==> src/rtl/ssd_pkg.sv <==
// Shared constants for the multiplexed 7-segment scan driver:
// segment bit order, hex-to-segment table and scan FSM states.
package ssd_pkg;

  // Segment vector is {g,f,e,d,c,b,a}: a is bit 0, g is bit 6.
  localparam int SEG_A = 0;
  localparam int SEG_G = 6;

  typedef logic [SEG_G:SEG_A] seg_t;

  localparam seg_t SEG_LUT [16] = '{
    7'h3F, 7'h06, 7'h5B, 7'h4F, 7'h66, 7'h6D, 7'h7D, 7'h07,
    7'h7F, 7'h6F, 7'h77, 7'h7C, 7'h39, 7'h5E, 7'h79, 7'h71
  };

  typedef enum logic {
    BLANK,
    SHOW
  } state_e;

endpackage

==> src/rtl/ssd_scan_mux_if.sv <==
// Value-producer / display-pin bundle for ssd_scan_mux.
interface ssd_scan_mux_if #(
  parameter int DIGITS = 2
);
  logic [4*DIGITS-1:0] value;
  logic                load;
  logic [DIGITS-1:0]   blank_mask;
  logic                lz_suppress;
  logic [6:0]          ssd;
  logic [DIGITS-1:0]   dsel;
  logic                ssdcat;

  modport master (
    output value, load, blank_mask, lz_suppress,
    input  ssd, dsel, ssdcat
  );

  modport slave (
    input  value, load, blank_mask, lz_suppress,
    output ssd, dsel, ssdcat
  );
endinterface

==> src/rtl/ssd_hex_decoder.sv <==
// Combinational hex nibble to active-high segments, forced off when dark.
module ssd_hex_decoder
  import ssd_pkg::*;
(
  input  logic [3:0] nibble_i,
  input  logic       dark_i,
  output seg_t       seg_o
);

  always_comb begin
    seg_o = '0;
    if (!dark_i) seg_o = SEG_LUT[nibble_i];
  end

endmodule

==> src/rtl/ssd_scan_mux.sv <==
// N-digit multiplexed 7-segment driver: per-slot blank/show scan with a
// shadow value register, per-digit blanking and leading-zero suppression.
module ssd_scan_mux
  import ssd_pkg::*;
#(
  parameter int DIGITS         = 2,
  parameter int REFRESH_DIV    = 100000,
  parameter int BLANK_CYCLES   = 1000,
  parameter int SEG_ACTIVE_LOW = 0
) (
  input  logic         clk,
  input  logic         rst,
  ssd_scan_mux_if.slave bus
);

  if (BLANK_CYCLES < 1 || BLANK_CYCLES >= REFRESH_DIV) begin : g_bad_blank
    $error("ssd_scan_mux: BLANK_CYCLES must satisfy 1 <= BLANK_CYCLES < REFRESH_DIV");
  end
  if (DIGITS < 1 || DIGITS > 8) begin : g_bad_digits
    $error("ssd_scan_mux: DIGITS must be in 1..8");
  end

  localparam int PW = (REFRESH_DIV > 1) ? $clog2(REFRESH_DIV) : 1;
  localparam int IW = (DIGITS > 1) ? $clog2(DIGITS) : 1;

  localparam logic [PW-1:0] PRE_BLANK_END = PW'(BLANK_CYCLES - 1);
  localparam logic [PW-1:0] PRE_LAST      = PW'(REFRESH_DIV - 1);
  localparam logic [IW-1:0] IDX_LAST      = IW'(DIGITS - 1);
  localparam seg_t          SEG_OFF       = (SEG_ACTIVE_LOW != 0) ? 7'h7F : 7'h00;

  state_e              state_q, state_d;
  logic [PW-1:0]       pre_q, pre_d;
  logic [IW-1:0]       idx_q, idx_d;
  logic [4*DIGITS-1:0] shadow_q, shadow_d;
  logic [3:0]          nib_q, nib_d;
  logic                dark_q, dark_d;
  seg_t                ssd_q, ssd_d;
  logic [DIGITS-1:0]   dsel_q, dsel_d;
  logic                cat_q, cat_d;

  logic [3:0] cur_nib;
  logic       cur_mask;
  logic       upper_nz;
  seg_t       dec_seg;

  ssd_hex_decoder u_dec (
    .nibble_i (nib_q),
    .dark_i   (dark_q),
    .seg_o    (dec_seg)
  );

  always_comb begin
    state_d  = state_q;
    pre_d    = pre_q + 1'b1;
    idx_d    = idx_q;
    nib_d    = nib_q;
    dark_d   = dark_q;
    shadow_d = bus.load ? bus.value : shadow_q;
    cur_nib  = '0;
    cur_mask = 1'b0;
    upper_nz = 1'b0;

    // upper_nz: any nonzero nibble at or above the current digit
    for (int unsigned i = 0; i < DIGITS; i++) begin
      if (idx_q == IW'(i)) begin
        cur_nib  = shadow_q[4*i +: 4];
        cur_mask = bus.blank_mask[i];
      end
      if (IW'(i) >= idx_q && shadow_q[4*i +: 4] != 4'h0) upper_nz = 1'b1;
    end

    case (state_q)
      BLANK: begin
        if (pre_q == PRE_BLANK_END) begin
          state_d = SHOW;
          nib_d   = cur_nib;
          dark_d  = cur_mask | (bus.lz_suppress && idx_q != '0 && !upper_nz);
        end
      end
      SHOW: begin
        if (pre_q == PRE_LAST) begin
          state_d = BLANK;
          pre_d   = '0;
          idx_d   = (idx_q == IDX_LAST) ? '0 : idx_q + 1'b1;
        end
      end
      default: state_d = BLANK;
    endcase

    ssd_d  = SEG_OFF;
    dsel_d = '0;
    cat_d  = idx_q[0];
    if (state_q == SHOW) begin
      ssd_d = dec_seg ^ SEG_OFF;
      for (int unsigned i = 0; i < DIGITS; i++) dsel_d[i] = (idx_q == IW'(i));
    end
  end

  always_ff @(posedge clk or negedge rst) begin
    if (!rst) begin
      state_q  <= BLANK;
      pre_q    <= '0;
      idx_q    <= '0;
      shadow_q <= '0;
      nib_q    <= '0;
      dark_q   <= 1'b0;
      ssd_q    <= SEG_OFF;
      dsel_q   <= '0;
      cat_q    <= 1'b0;
    end else begin
      state_q  <= state_d;
      pre_q    <= pre_d;
      idx_q    <= idx_d;
      shadow_q <= shadow_d;
      nib_q    <= nib_d;
      dark_q   <= dark_d;
      ssd_q    <= ssd_d;
      dsel_q   <= dsel_d;
      cat_q    <= cat_d;
    end
  end

  assign bus.ssd    = ssd_q;
  assign bus.dsel   = dsel_q;
  assign bus.ssdcat = cat_q;

endmodule

==> src/flat_wrapper.sv <==
// flat-port wrapper written by rule: the top's interface ports become plain ports
module ssd_scan_mux_flat import ssd_pkg::*;
#(
  parameter int DIGITS         = 2,
  parameter int REFRESH_DIV    = 100000,
  parameter int BLANK_CYCLES   = 1000,
  parameter int SEG_ACTIVE_LOW = 0
)
  (clk, rst, bus_value, bus_load, bus_blank_mask, bus_lz_suppress, bus_ssd, bus_dsel, bus_ssdcat);
  ssd_scan_mux_if #(.DIGITS(DIGITS)) bus_i ();
  input  logic clk;
  input  logic rst;
  input wire logic [$bits(bus_i.value)-1:0] bus_value;
  input wire logic [$bits(bus_i.load)-1:0] bus_load;
  input wire logic [$bits(bus_i.blank_mask)-1:0] bus_blank_mask;
  input wire logic [$bits(bus_i.lz_suppress)-1:0] bus_lz_suppress;
  output wire logic [$bits(bus_i.ssd)-1:0] bus_ssd;
  output wire logic [$bits(bus_i.dsel)-1:0] bus_dsel;
  output wire logic [$bits(bus_i.ssdcat)-1:0] bus_ssdcat;
  assign bus_i.value = bus_value;
  assign bus_i.load = bus_load;
  assign bus_i.blank_mask = bus_blank_mask;
  assign bus_i.lz_suppress = bus_lz_suppress;
  assign bus_ssd = bus_i.ssd;
  assign bus_dsel = bus_i.dsel;
  assign bus_ssdcat = bus_i.ssdcat;
  ssd_scan_mux #(.DIGITS(DIGITS), .REFRESH_DIV(REFRESH_DIV), .BLANK_CYCLES(BLANK_CYCLES), .SEG_ACTIVE_LOW(SEG_ACTIVE_LOW)) u_core (.clk(clk), .rst(rst), .bus(bus_i));
endmodule
==> config.mk <==
export PLATFORM = sky130hd
export DESIGN_NAME = ssd_scan_mux_flat
export DESIGN_NICKNAME = d
export VERILOG_FILES = /design/src/rtl/ssd_pkg.sv /design/src/rtl/ssd_scan_mux_if.sv /design/src/rtl/ssd_hex_decoder.sv /design/src/rtl/ssd_scan_mux.sv /design/src/flat_wrapper.sv
export SDC_FILE = /design/constraint.sdc
export NUM_CORES = 1
export LEC_CHECK = 0
export CAP_MARGIN = 20
export CORE_ASPECT_RATIO = 0.5
export CORE_MARGIN = 2
export CORE_UTILIZATION = 55
export DETAILED_ROUTE_END_ITERATION = 8
export PLACE_DENSITY_LB_ADDON = 0.3
export SLEW_MARGIN = 20
export SYNTH_ARGS = -nofsm -noshare
export SYNTH_HDL_FRONTEND = slang
export SYNTH_SLANG_ARGS = --single-unit
==> constraint.sdc <==
create_clock -name clk -period 2.6 [get_ports clk]
set_input_delay 0.52 -clock clk [delete_from_list [all_inputs] [get_ports clk]]
set_output_delay 0.52 -clock clk [all_outputs]
set_load 0.01 [all_outputs]
==> key figures <==
Timing
  • Fmax: 0.497 GHz
  • Pins over their slew limit: 0
  • Final min period: 2.01 ns
  • Final hold violations: 0
  • Finish-stage setup viols: 0
  • RSZ-0062 raised after global routing: no
  • Crit share post-route: 0.774
  • Setup slack after layout: 0.587 ns
  • Worst slew pin tran: 0.883 ns
  • Relative slew margins: 0.411
  • Setup TNS: 0 ns
  • Clk_skew: 0.00666 ns

Route
  • Routed length per instance: 13.8 um
  • Vias per inst: 5.39
  • 1st-pass router iterations: 4
  • ANT nets after route: 0
  • Iter 0 DRT Violations: 38
  • DRC viols: 0
  • Total number of vias: 1347
  • Final WL: 3460 um

Placement
  • Buffers on Ports: 23
  • Placed cell areas: 2250 um2
  • Setup WS pre-CTS: 0.608 ns
  • HPWL after detailed placement: 2420 um
  • Gp weighted congestion: 0.783

Critical path
  • Reg2reg start: u_core.pre_q[0]
  • R2R Setup Slk: 0.59 ns
  • CP Launch Type: flip-flop
  • CP max stage delay: 0.44 ns
  • Critical path buffer and inverter count: 0
  • Slowest CP cell: nor3_2
  • WS Path Type: reg2reg
  • Worst setup path startpoint: u_core.pre_q[0]
  • Critical path required time: 2.78 ns
  • CP Capture Type: flip-flop
  • Critical path endpoint: u_core.nib_q[2]
  • Delay-heaviest family, CP: simple AND/OR/NAND/NOR gates
  • R2r endpoint: u_core.nib_q[2]
  • Crit path depth: 5
  • CP Cell Sequence: ha_1, nand3_1, nand2b_1, nor3_2, mux2_2
  • Worst Reg-to-Reg Cells: 5
  • Critical Path AT: 2.20 ns
  • Max FO, Critical Path: 6

Clock tree
  • Postcts setup bufs: 0
  • Longest Clk Path Bufs: 2
  • CTS tree: yes
  • Sink Count: 42
  • Root Driver: clkbuf_8
  • CTS buffer count: 5
  • Hold_buf cts: 0
  • Post-cts sizing count: 0
  • CTS clock-pin slew for the worst setup and hold paths: 0.08 ns
  • H-tree depth: 2
  • Clock latency on the worst-skew pair: 0.30 ns

Final layout
  • Total Nets Final: 219
  • Ratio of cells with drive above 1 in the final layout: 0.146
  • Design Area, Final: 2340 um2
  • # diodes: 0
  • Area growth from synthesis to layout: 18.5%
  • FILL cells: 266
  • Footprint of the multi-input gates: 886 um2
  • Register Area: 1050 um2

Synth
  • Cells after synthesis: 172
  • Synth Area in XOR/XNOR: 0.0665
  • Compound-Gate Fraction of Synth Area: 0.0475
  • Cell Area, Synth: 1970 um2
  • Largest family of logic cells by synthesized area: simple AND/OR/NAND/NOR gates
  • Sequential area share after synthesis: 0.532
  • Most frequent cell after synthesis: dfrtp_1
  • Top cells by count, synth: dfrtp_1, nor2_1, mux2_2
  • Asr flop ratio synth: 1.00
  • Multiplexer area fraction after synthesis: 0.110
  • Top FF cell, synth: dfrtp_1
  • Synth Area in Simple Gates: 0.180
  • Syn_area_per_cell: 11.5 um2
  • Synthesis Warnings: 0
  • Synth top area cells: dfrtp_1, mux2_2, ha_1
  • Post-Synth Adder-Cell Area: 0.0444
  • Top cell type's share of synthesized area: 0.532
  • EDFF count, synth: 0
  • FF+latch count, synth: 42
  • Yosys top cell by area: dfrtp_1
  • Post-Syn Nets: 193
  • Unique masters post-synth: 36

Power and ir drop
  • Worst vdd ir: 0.000233 V
  • Net Sw Frac: 0.214
  • P per Cell Area: 495 nW/um2
  • Sw power: 248 uW
  • Clk pwr share: 0.373
  • Combinational Power Share: 0.046
  • Cell-internal power: 910 uW
  • Reg power frac: 0.581
  • P_leak: 1.02 nW
  • Total power: 1.16 mW

Die
  • Die area: 4110 um2
  • Initial core utilization: 0.575
  • Die Width: 88.7 um
  • Top-level I/O count: 24
  • Row count: 15
  • CORE AREA: 3430 um2
  • Height of the die: 46.4 um

Global routing
  • Initial antenna violation count: 0
  • GR Overflow Total: 0
  • First-pass GRT wire length: 5770 um
  • Pin count of the biggest net entering global routing: 43
  • Vias in the first global route: 1311
  • Global Route Usage Sum: 0.191

Outcome
  • Outcome: finished, final reports clean

Job
  • Max Cap Viol: 0

Hold path
  • Hold crit path type: in2async
[state kept, by name, indices dropped and copies added (netlist names)]
register           flops
u_core.pre_q          17
u_core.bus.ssdcat      1
u_core.dark_q          1
u_core.nib_q           4
u_core.shadow_q        8
u_core.state_q         1
u_core.bus.dsel        2
u_core.cat_d           1
u_core.bus.ssd         7
[layout make-up]
cell class / instances / share of cell area
clock buffers: 7 / 0.0369
flip-flops and latches: 42 / 0.449
multi-input cells: 120 / 0.379
inverters: 6 / 0.00963
repair buffers: 23 / 0.0963
well taps: 51 / 0.0273
clock inverters: 1 / 0.00214
[cells in the final DEF, fill, tap and decap left out, drive strengths merged, types with 4 or more instances in the layout]
cell	netlist	final
mux2	12	12
mux2i	6	6
a21oi	4	4
dfrtp	42	42
clkbuf	3	7
nor3	7	7
nand2	11	11
xor2	6	6
clkdlybuf4s50	0	22
xnor2	9	9
ha	7	7
nand3	6	6
inv	6	6
nor2	23	23
[per-stage QoR]
| stage | utilization | cells | hold slack, ns |
|---|---|---|---|
| final | 0.681 | 250 | 0.340 |
| after global routing | 0.681 | 250 | 0.423 |
| after CTS | 0.681 | 250 | 0.377 |
| after detailed placement | 0.655 | 242 | 0.474 |
| after global placement | 0.655 | 242 | 0.464 |
| after floorplan | - | 172 | 0.224 |
[how the worst min path moves through the flow]
stage                    startpoint                 end  slack [ns]  cells after the start
finish                          rst        u_core.cat_d        0.34                      1
CTS                             rst  u_core.bus.dsel[0]        0.38                      1
detailed placement  u_core.pre_q[0]     u_core.pre_q[0]        0.47                      1
floorplan                       rst  u_core.bus.dsel[0]        0.22                      0
global route                    rst  u_core.shadow_q[2]        0.42                      1
global placement    u_core.pre_q[0]     u_core.pre_q[0]        0.46                      1
[power by group through the flow]
stage	Sequential [mW]	Clock, mW	Combinational [mW]
floorplan	0.683	0	0.0210
global placement	0.685	0	0.0536
detailed placement	0.686	0	0.0548
CTS	0.673	0.447	0.0550
global route	0.675	0.473	0.0591
finish	0.673	0.433	0.0529
[cell families after synthesis]
kind of cell,Yosys count
xor+xnor,15
mux,19
compound gates,13
fa+ha+maj,7
simple gates,66
flops,42
buf+inv,10
[worst register-to-register path: cells and delay by family, from the launching register on]
family                     cells  cell delay [ns]
muxes                          1             0.39
adders and majority gates      1             0.23
and+or+nand+nor                3             0.89
DFF                            1             0.39
[routing by layer]
| layer | vias to the layer above | routed length (um) | track usage |
|---|---|---|---|
| met3 | 9 | 132 | 0.0591 |
| met5 | - | 0 | 0 |
| met2 | 24 | 1590 | 0.322 |
| li1 | 646 | - | - |
| met4 | 0 | 78 | 0.0848 |
| met1 | 668 | 1660 | 0.231 |
Note: power is estimated with default switching activity, not from simulation.
